--- src/rtl/i2s_rx_deserializer.sv ---
// I2S receiver: oversamples BCLK/LRCLK/ADCDAT in the system clock domain and
// assembles MSB-aligned signed stereo samples, strobing once per L/R pair.
//
// state     | meaning
// SYNC_WAIT | waiting for the first LRCLK transition
// DELAY     | one-bit I2S delay consumed; clear word, latch channel
// SHIFT     | shifting data bits MSB first
// PAD       | word complete, ignoring remaining slot bits
module i2s_rx_deserializer #(
   parameter int SAMPLE_BITS = 24
) (
   input  logic               clock,
   input  logic               reset,
   input  logic               i2s_bclk,
   input  logic               i2s_lrclk,
   input  logic               i2s_adcdat,
   input  logic               err_clear,
   output logic signed [31:0] audio_out_L,
   output logic signed [31:0] audio_out_R,
   output logic               audio_valid,
   output logic               frame_error
);

   typedef enum logic [1:0] {
      SYNC_WAIT = 2'd0,
      DELAY     = 2'd1,
      SHIFT     = 2'd2,
      PAD       = 2'd3
   } state_t;

   localparam logic [5:0] LAST_BIT = 6'(SAMPLE_BITS - 1);

   state_t                 state_q, state_d;
   logic                   bclk_meta_q, bclk_meta_d;
   logic                   bclk_sync_q, bclk_sync_d;
   logic                   bclk_hist_q, bclk_hist_d;
   logic                   lr_meta_q, lr_meta_d;
   logic                   lr_sync_q, lr_sync_d;
   logic                   dat_meta_q, dat_meta_d;
   logic                   dat_sync_q, dat_sync_d;
   logic                   lr_prev_q, lr_prev_d;
   logic                   chan_q, chan_d;
   logic                   left_ready_q, left_ready_d;
   logic [SAMPLE_BITS-2:0] shift_q, shift_d;
   logic [5:0]             bit_cnt_q, bit_cnt_d;
   logic [SAMPLE_BITS-1:0] left_hold_q, left_hold_d;
   logic [31:0]            out_l_q, out_l_d;
   logic [31:0]            out_r_q, out_r_d;
   logic                   valid_q, valid_d;
   logic                   err_q, err_d;

   logic                   bclk_rise;
   logic                   lr_trans;
   logic                   err_set;
   logic [SAMPLE_BITS-1:0] word;

   function automatic logic [31:0] msb_align(input logic [SAMPLE_BITS-1:0] w);
      msb_align = 32'(w) << (32 - SAMPLE_BITS);
   endfunction

   assign bclk_rise = bclk_sync_q & ~bclk_hist_q;
   assign lr_trans  = lr_sync_q ^ lr_prev_q;
   assign word      = {shift_q, dat_sync_q};

   always_comb begin
      bclk_meta_d  = i2s_bclk;
      bclk_sync_d  = bclk_meta_q;
      bclk_hist_d  = bclk_sync_q;
      lr_meta_d    = i2s_lrclk;
      lr_sync_d    = lr_meta_q;
      dat_meta_d   = i2s_adcdat;
      dat_sync_d   = dat_meta_q;
      state_d      = state_q;
      lr_prev_d    = lr_prev_q;
      chan_d       = chan_q;
      left_ready_d = left_ready_q;
      shift_d      = shift_q;
      bit_cnt_d    = bit_cnt_q;
      left_hold_d  = left_hold_q;
      out_l_d      = out_l_q;
      out_r_d      = out_r_q;
      valid_d      = 1'b0;
      err_set      = 1'b0;

      // DELAY runs on the cycle after the transition edge; lr_prev_q then
      // holds the new word's LRCLK level.
      if (state_q == DELAY) begin
         shift_d   = '0;
         bit_cnt_d = '0;
         chan_d    = lr_prev_q;
         state_d   = SHIFT;
      end else if (bclk_rise) begin
         lr_prev_d = lr_sync_q;
         case (state_q)
            SYNC_WAIT: if (lr_trans) state_d = DELAY;
            SHIFT: begin
               if (lr_trans) begin
                  err_set      = 1'b1;
                  left_ready_d = 1'b0;
                  state_d      = DELAY;
               end else begin
                  shift_d   = word[SAMPLE_BITS-2:0];
                  bit_cnt_d = bit_cnt_q + 6'd1;
                  if (bit_cnt_q == LAST_BIT) begin
                     state_d = PAD;
                     if (!chan_q) begin
                        left_hold_d  = word;
                        left_ready_d = 1'b1;
                     end else if (left_ready_q) begin
                        out_l_d      = msb_align(left_hold_q);
                        out_r_d      = msb_align(word);
                        valid_d      = 1'b1;
                        left_ready_d = 1'b0;
                     end
                  end
               end
            end
            PAD:     if (lr_trans) state_d = DELAY;
            default: state_d = SYNC_WAIT;
         endcase
      end

      if (err_set)        err_d = 1'b1;
      else if (err_clear) err_d = 1'b0;
      else                err_d = err_q;
   end

   always_ff @(posedge clock) begin
      if (reset) begin
         state_q      <= SYNC_WAIT;
         bclk_meta_q  <= 1'b0;
         bclk_sync_q  <= 1'b0;
         bclk_hist_q  <= 1'b0;
         lr_meta_q    <= 1'b0;
         lr_sync_q    <= 1'b0;
         dat_meta_q   <= 1'b0;
         dat_sync_q   <= 1'b0;
         lr_prev_q    <= 1'b0;
         chan_q       <= 1'b0;
         left_ready_q <= 1'b0;
         shift_q      <= '0;
         bit_cnt_q    <= '0;
         left_hold_q  <= '0;
         out_l_q      <= '0;
         out_r_q      <= '0;
         valid_q      <= 1'b0;
         err_q        <= 1'b0;
      end else begin
         state_q      <= state_d;
         bclk_meta_q  <= bclk_meta_d;
         bclk_sync_q  <= bclk_sync_d;
         bclk_hist_q  <= bclk_hist_d;
         lr_meta_q    <= lr_meta_d;
         lr_sync_q    <= lr_sync_d;
         dat_meta_q   <= dat_meta_d;
         dat_sync_q   <= dat_sync_d;
         lr_prev_q    <= lr_prev_d;
         chan_q       <= chan_d;
         left_ready_q <= left_ready_d;
         shift_q      <= shift_d;
         bit_cnt_q    <= bit_cnt_d;
         left_hold_q  <= left_hold_d;
         out_l_q      <= out_l_d;
         out_r_q      <= out_r_d;
         valid_q      <= valid_d;
         err_q        <= err_d;
      end
   end

   assign audio_out_L = out_l_q;
   assign audio_out_R = out_r_q;
   assign audio_valid = valid_q;
   assign frame_error = err_q;

endmodule
--- config.mk ---
export PLATFORM = sky130hd
export DESIGN_NAME = i2s_rx_deserializer
export DESIGN_NICKNAME = d
export VERILOG_FILES = /design/src/rtl/i2s_rx_deserializer.sv
export SDC_FILE = /design/constraint.sdc
export NUM_CORES = 1
export LEC_CHECK = 0
export BUFFER_PORTS_ARGS = -buffer_cell sky130_fd_sc_hd__buf_2
export CELL_PAD_IN_SITES_DETAIL_PLACEMENT = 2
export CELL_PAD_IN_SITES_GLOBAL_PLACEMENT = 2
export CORE_MARGIN = 2
export CORE_UTILIZATION = 36
export DETAILED_ROUTE_END_ITERATION = 8
export PLACE_DENSITY = 0.94
export SETUP_SLACK_MARGIN = 0.05
export SLEW_MARGIN = 20
export SYNTH_ARGS = -nofsm -noshare
export SYNTH_HDL_FRONTEND = slang
export SYNTH_SLANG_ARGS = --single-unit
--- constraint.sdc ---
create_clock -name clock -period 4.85 [get_ports clock]
set_clock_uncertainty 0.1 [all_clocks]
set_input_delay 0 -clock clock [delete_from_list [all_inputs] [get_ports clock]]
set_output_delay 0 -clock clock [all_outputs]
set_load 0.05 [all_outputs]
# ---- Yosys cells after proc, flatten, opt, wreduce, memory -nomap -nowiden
# Index checks and enable logic that the tools add are counted.
dict set report word_totals {
  inputBits 6
  wordCells 67
  out_inout_bits 66
  latch_bits 0
  ram_bits 0
  rom_bits 0
  memories 0
  register_bits 115
}
dict set report classes {
  addsub 1
  div_mod_pow 0
  shifts 0
  n_bitwise 9
  n_reduce_logical 14
  n_eq_ne 8
  mux 16
  multipliers 0
  n_lt_le_gt_ge 0
}
# operator n
set ops {}
lappend ops {{two-way mux 1 bit} 10}
lappend ops {{two-way mux 2 bit} 5}
lappend ops {{AND reduction 3 bit} 3}
lappend ops {{NOT 1 bit} 7}
lappend ops {{AND reduction 7 bit} 1}
lappend ops {{OR reduction 7 bit} 1}
lappend ops {{adder 6 x 1 -> 6 bit, second input constant} 1}
lappend ops {{== test 6 x 5 -> 1 bit, second input constant} 1}
lappend ops {{AND reduction 6 bit} 1}
lappend ops {{nonzero test 2 bit} 3}
lappend ops {{== test 2 bit, second input constant} 2}
lappend ops {{inequality test 4 bit, second input constant} 1}
lappend ops {{one-hot mux 2 bit (2 select lines)} 1}
lappend ops {{AND reduction 4 bit} 1}
lappend ops {{OR reduction 2 bit} 2}
lappend ops {{inequality test 3 x 1 -> 1 bit, second input constant} 1}
lappend ops {{inequality test 3 bit, second input constant} 1}
lappend ops {{== test 2 x 1 -> 1 bit, second input constant} 1}
lappend ops {{logical NOT 2 bit} 1}
lappend ops {{inequality test 2 x 1 -> 1 bit, second input constant} 1}
lappend ops {{AND reduction 2 bit} 1}
lappend ops {{AND 1 bit} 1}
lappend ops {{bitwise XOR 1 bit} 1}

# ---- Longest topological paths before layout
dict set report depth {
  depth_word 6
  depth_mapped 8
  ltp_nobuf 6
}

# ---- Least setup slack after synthesis
# OpenSTA, ideal clock, no wires.
dict set report synth_timing {
  path_type {reg2reg}
  start {reg state_q[1]}
  end {reg out_r_q[24] (netlist: audio_out_R[24])}
  setup_time_ps 71
  stages_incl_launch_ff 8
  t_arrival_ps 1755
  synth_period_minus_slack_ps 1925
  n_path_buf 1
  slack_ps 2925
  required_time_ps 4679
  path_cell_list {dfxtp_1 inv_1 ha_1 nand4bb_1 nor4_4 buf_6 nand3_1 a21oi_1}
}
dict set report synth_between {
  elab_chain_cells 3
  elab_cells_between_ends 4
  cone_classes {eq/ne: 2; bitwise: 1; reduce/logical: 1}
}
# item line
set synth_lines {}
lappend synth_lines {{start: declaration} 33} ;# state_t state_q, state_d;
lappend synth_lines {{start signal: assignment} 149} ;# state_q <= state_d;
lappend synth_lines {{== test 2 x 1 -> 1 bit} 87} ;# if (state_q == DELAY) begin
lappend synth_lines {{NOT 1 bit (no line)} --}
lappend synth_lines {{AND reduction 7 bit (no line) *} --}
lappend synth_lines {{end signal: assignment} 164} ;# out_r_q <= out_r_d;
lappend synth_lines {{end: declaration} 48} ;# logic [31:0] out_r_q, out_r_d;
# Every way passes the cells marked *; elsewhere a longest branch is shown, timed or not.
# A chain may end at the register's enable or synchronous reset.

# ---- Final worst setup path
dict set report layout_timing {
  start {reg chan_q}
  end {reg out_l_q[28] (netlist: audio_out_L[28])}
}
dict set report layout_between {
  elab_chain_cells 1
}
# item line
set layout_lines {}
lappend layout_lines {{start: declaration} 42} ;# logic chan_q, chan_d;
lappend layout_lines {{start signal: assignment} 158} ;# chan_q <= chan_d;
lappend layout_lines {{AND reduction 7 bit (no line)} --}
lappend layout_lines {{end signal: assignment} 163} ;# out_l_q <= out_l_d;
lappend layout_lines {{end: declaration} 47} ;# logic [31:0] out_l_q, out_l_d;
# Every way passes these cells.

==> results by stage <==
Floorplanning:
- The floorplan step set the die width to 117 um.
- Measured along the y axis, the die boundary spans 117 um.
- The total die area is roughly 0.014 sq mm.
- The count of boundary I/O pins is 72.
- The area of the core region is 0.0125 sq mm.
- The initial utilization of the core area, before any placement, comes to 36.5%.
- Row generation in the floorplan step produced 41 rows.

Clock tree:
- The number of hold-repair buffers added at the cts stage is 4.
- The clock tree synthesis step divided the H-tree into 4 levels.
- The TritonCTS clock tree is yes.
- After clock tree synthesis, the clock-pin slew on the worst setup and hold paths is around 60 ps.
- The number of clock sinks is 115.
- The cell sitting at the root of the clock tree is a sky130_fd_sc_hd__clkbuf_16.
- The number of buffers inserted to repair setup after CTS is 0.
- The longest clock path from root to sink contains 2 buffers.
- Counting the buffers created by CTS gives 17.
- Once the clock tree was built, the resizer swapped 0 gates to a different size.
- The latest clock arrival within the worst-skew pair is 430 ps.

Routing:
- The routed layout has 4169 vias.
- After detailed routing, the number of remaining DRC violations is 0.
- The number of routed nets with antenna violations is 0.
- After detailed routing, the total wire length is 17.0 mm.
- The detail-routed via count per cell is roughly 5.5.
- In this run, the number of DRC markers left after iteration 0 of detailed routing was 304.
- The first detailed-routing pass took 5 iterations.
- The top layer used by detailed routing is met4.
- After detailed routing, the wire length on met1 is between 7 and 8 mm.
- The average detailed-routed wire length per instance is around 22 um.
- The met3 layer wire length in the routed design is 814 um.
- In the detailed route, the total length drawn on met2 is slightly below 9 mm.

Timing:
- The highest clock rate is 373 MHz.
- Setup repair after global routing left no endpoint under its margin.
- The worst slew slack as a fraction of its limit is 23.2%.
- Setup violations remaining at the end of the flow were counted as 0.
- The post-route fraction of the period consumed by the critical path is 55.3%.
- Hold is met by 171 ps.
- The setup total negative slack is 0 ps.
- The final number of hold-violating endpoints is 0.
- The number of max-slew violations in the final report is 0.
- The worst setup margin is between 2000 and 2500 ps.
- For the pin with the worst max-slew slack, the measured transition is 1150 ps.
- Counting I/O delays and the setup requirement, the final critical path takes around 2700 ps.

Run status:
- The run finished with clean final reports.

Global route:
- The initial antenna violation count is 0.
- The first-pass GRT wire length is 26.4 mm.
- The total overflow reported by the global router is 0.
- Entering global routing, the biggest net connects 87 pins.
- The total global routing track utilization is a little over a quarter.
- The via count of the first global-routing pass is 4387.

Layout:
- Of the cells placed in the final design, the portion with a size suffix greater than 1 is about 17%.
- The number of antenna diodes is 0.
- The finished layout holds about 760 standard cells, fillers aside.
- The layout filler cell count is roughly 1400.
- After the last flow step, the layout net total stands at 584.
- The area growth from synthesis to final layout is 20.2%.
- Summing all non-filler instances in the final layout gives an area of 0.00550 sq mm.

Logic synthesis:
- After technology mapping, the gate count stands at around 540.
- The area of the mapped netlist is 0.00457 sq mm.
- The number of distinct standard cells referenced by the synthesized netlist is 32.
- The average size of a mapped cell is roughly 8.5 sq um.
- After synthesis, flip-flops and latches occupy 50.4% of the total area.
- The synthesis warning total is 0.
- The number of register bits inferred by synthesis is 115.

Worst setup path:
- The endpoint of the lowest-slack register-to-register path is audio_out_L[28]$_SDFFE_PP0P_.
- The kind of end point of the critical path is a flip-flop.
- The worst register-to-register path has a depth of 4.
- The critical path arrival is 2920 ps.
- The reg-to-reg critical path startpoint is chan_q$_SDFFE_PP0P_.
- The launch point of the worst path is chan_q$_SDFFE_PP0P_.
- STA puts the critical path data required time at 5080 ps.
- The maximum fanout along the worst path is 25.
- The worst register-to-register path has a setup slack of 2170 ps.
- STA classifies the critical path startpoint as a flip-flop.
- The critical path capture point is audio_out_L[28]$_SDFFE_PP0P_.
- The kind of critical path is reg2reg.

Power:
- The power density relative to cell area is 436 mW/mm^2.
- The static power due to leakage is 1.95 nW.
- VDD sags by at most 0.259 mV.

Run:
- Across the run, the number of max-cap violations was 0.

Placed design:
- The post-detailed-placement cell area is 0.00482 sq mm.
- The HPWL after detailed placement is 8.94 mm.
- The global placer's final weighted congestion is 0.819.
- Once placement completed, the tool counted placed cells totaling 723.
- The number of I/O port buffers is 55.
- The placement-stage worst setup slack is roughly 2400 ps.

Min path:
- The class of the tightest hold or removal check is in2reg.
kinds of logic after synthesis:
family                     share of synthesized area [%]
other                                             0.0820
xor gates and xnor gates                            1.51
AOI/OAI and AO/OA                                   19.5
DFF                                                 50.4
adders and majority gates                           1.10
and+or+nand+nor                                     18.9
buffers and inverters                               8.10
muxes                                              0.438
report_power, final:
group	internal (W)	switching (W)	leakage (nW)	total, W
Sequential	0.000949	0.00000313	0.927	0.000952
Clock	0.000909	0.000470	0.316	0.00138
Combinational	0.00000972	0.0000549	0.709	0.0000646
registers in the layout, indices dropped and copies added, names as in the netlist, 2 cells and up:
signal / count
state_q: 2
audio_out_R: 24
audio_out_L: 24
bit_cnt_q: 6
left_hold_q: 24
shift_q: 23
area by class of cell:
class | count | area (sq um) | area share [%]
Clock buffer | 22 | 484 | 8.81
Sequential cell | 115 | 2300 | 41.9
Timing Repair Buffer | 66 | 368 | 6.69
Inverter | 5 | 18.8 | 0.342
Multi-Input combinational cell | 369 | 1950 | 35.6
Clock inverter | 10 | 153 | 2.78
Tap cell | 172 | 215 | 3.92
cells in the mapped netlist (all sizes together):
library cell	n	area, sq um
nand3b	25	188
nor4bb	2	20.0
or2	2	12.5
xnor2	6	52.6
dfxtp	115	2300
buf	25	209
nor3b	1	7.51
nand4	2	12.5
mux2i	2	20.0
o21ai	74	370
conb	1	3.75
and2	1	6.26
ha	4	50.1
inv	5	18.8
a21oi	101	505
nor4	2	27.5
nor2b	8	50.1
nand2	50	188
o211ai	1	7.51
nor2	11	41.3
nand2b	2	12.5
nor3	4	20.0
nand4bb	2	22.5
a221oi	1	8.76
clkbuf	38	143
nand3	51	255
xor2	1	16.3
routing by layer:
layer,global-route usage (%),vias up
met4,8.94,0
li1,-,1906
met2,46.4,134
met5,0,-
met1,32.3,2104
met3,4.83,25
worst max-delay path, cell delays in order (launching register included):
cell and delay [ps]:
sky130_fd_sc_hd__dfxtp_1 640, sky130_fd_sc_hd__and2_1 980, sky130_fd_sc_hd__buf_4 440, sky130_fd_sc_hd__nand3_1 170, sky130_fd_sc_hd__a21oi_1 250
worst min-delay path by stage:
| stage | from | end | slack [ps] | cells past startpoint |
|---|---|---|---|---|
| 2_1_floorplan | i2s_bclk | bclk_meta_q$_SDFF_PP0_ | 30 | 1 |
| 3_3_place_gp | i2s_lrclk | lr_meta_q$_SDFF_PP0_ | 110 | 2 |
| 3_5_place_dp | i2s_adcdat | dat_meta_q$_SDFF_PP0_ | 130 | 2 |
| 4_1_cts | reset | dat_sync_q$_SDFF_PP0_ | 200 | 3 |
| 5_1_grt | reset | lr_prev_q$_SDFFE_PP0P_ | 220 | 3 |
| 6_report | reset | lr_prev_q$_SDFFE_PP0P_ | 170 | 3 |
cell usage in the layout, fill, tap and decap left out, types with 2 or more instances in the layout:
cell / count
sky130_fd_sc_hd__dfxtp_1: 115
sky130_fd_sc_hd__a21oi_1: 101
sky130_fd_sc_hd__o21ai_0: 74
sky130_fd_sc_hd__buf_2: 55
sky130_fd_sc_hd__nand3_1: 51
sky130_fd_sc_hd__nand2_1: 50
sky130_fd_sc_hd__nand3b_1: 25
sky130_fd_sc_hd__clkbuf_16: 17
sky130_fd_sc_hd__conb_1: 16
sky130_fd_sc_hd__nor2_1: 11
sky130_fd_sc_hd__nor2b_1: 8
sky130_fd_sc_hd__buf_4: 7
sky130_fd_sc_hd__xnor2_1: 6
sky130_fd_sc_hd__clkinv_2: 5
sky130_fd_sc_hd__inv_1: 4
sky130_fd_sc_hd__nor3_1: 4
sky130_fd_sc_hd__ha_1: 4
sky130_fd_sc_hd__bufinv_16: 4
sky130_fd_sc_hd__clkbuf_8: 4
sky130_fd_sc_hd__dlygate4sd3_1: 4
sky130_fd_sc_hd__nor4bb_1: 2
sky130_fd_sc_hd__nand4_1: 2
sky130_fd_sc_hd__nand4bb_1: 2
sky130_fd_sc_hd__nand2b_1: 2
sky130_fd_sc_hd__mux2i_1: 2
stage by stage:
step / utilization [%] / total power (W)
final: 43.9 / 0.00240
after global routing: 43.9 / 0.00246
after CTS: 43.9 / 0.00240
after detailed placement: 38.5 / 0.00103
after global placement: 38.5 / 0.00103
after floorplan: - / 0.00103
Note: power is estimated with default switching activity, not from simulation.
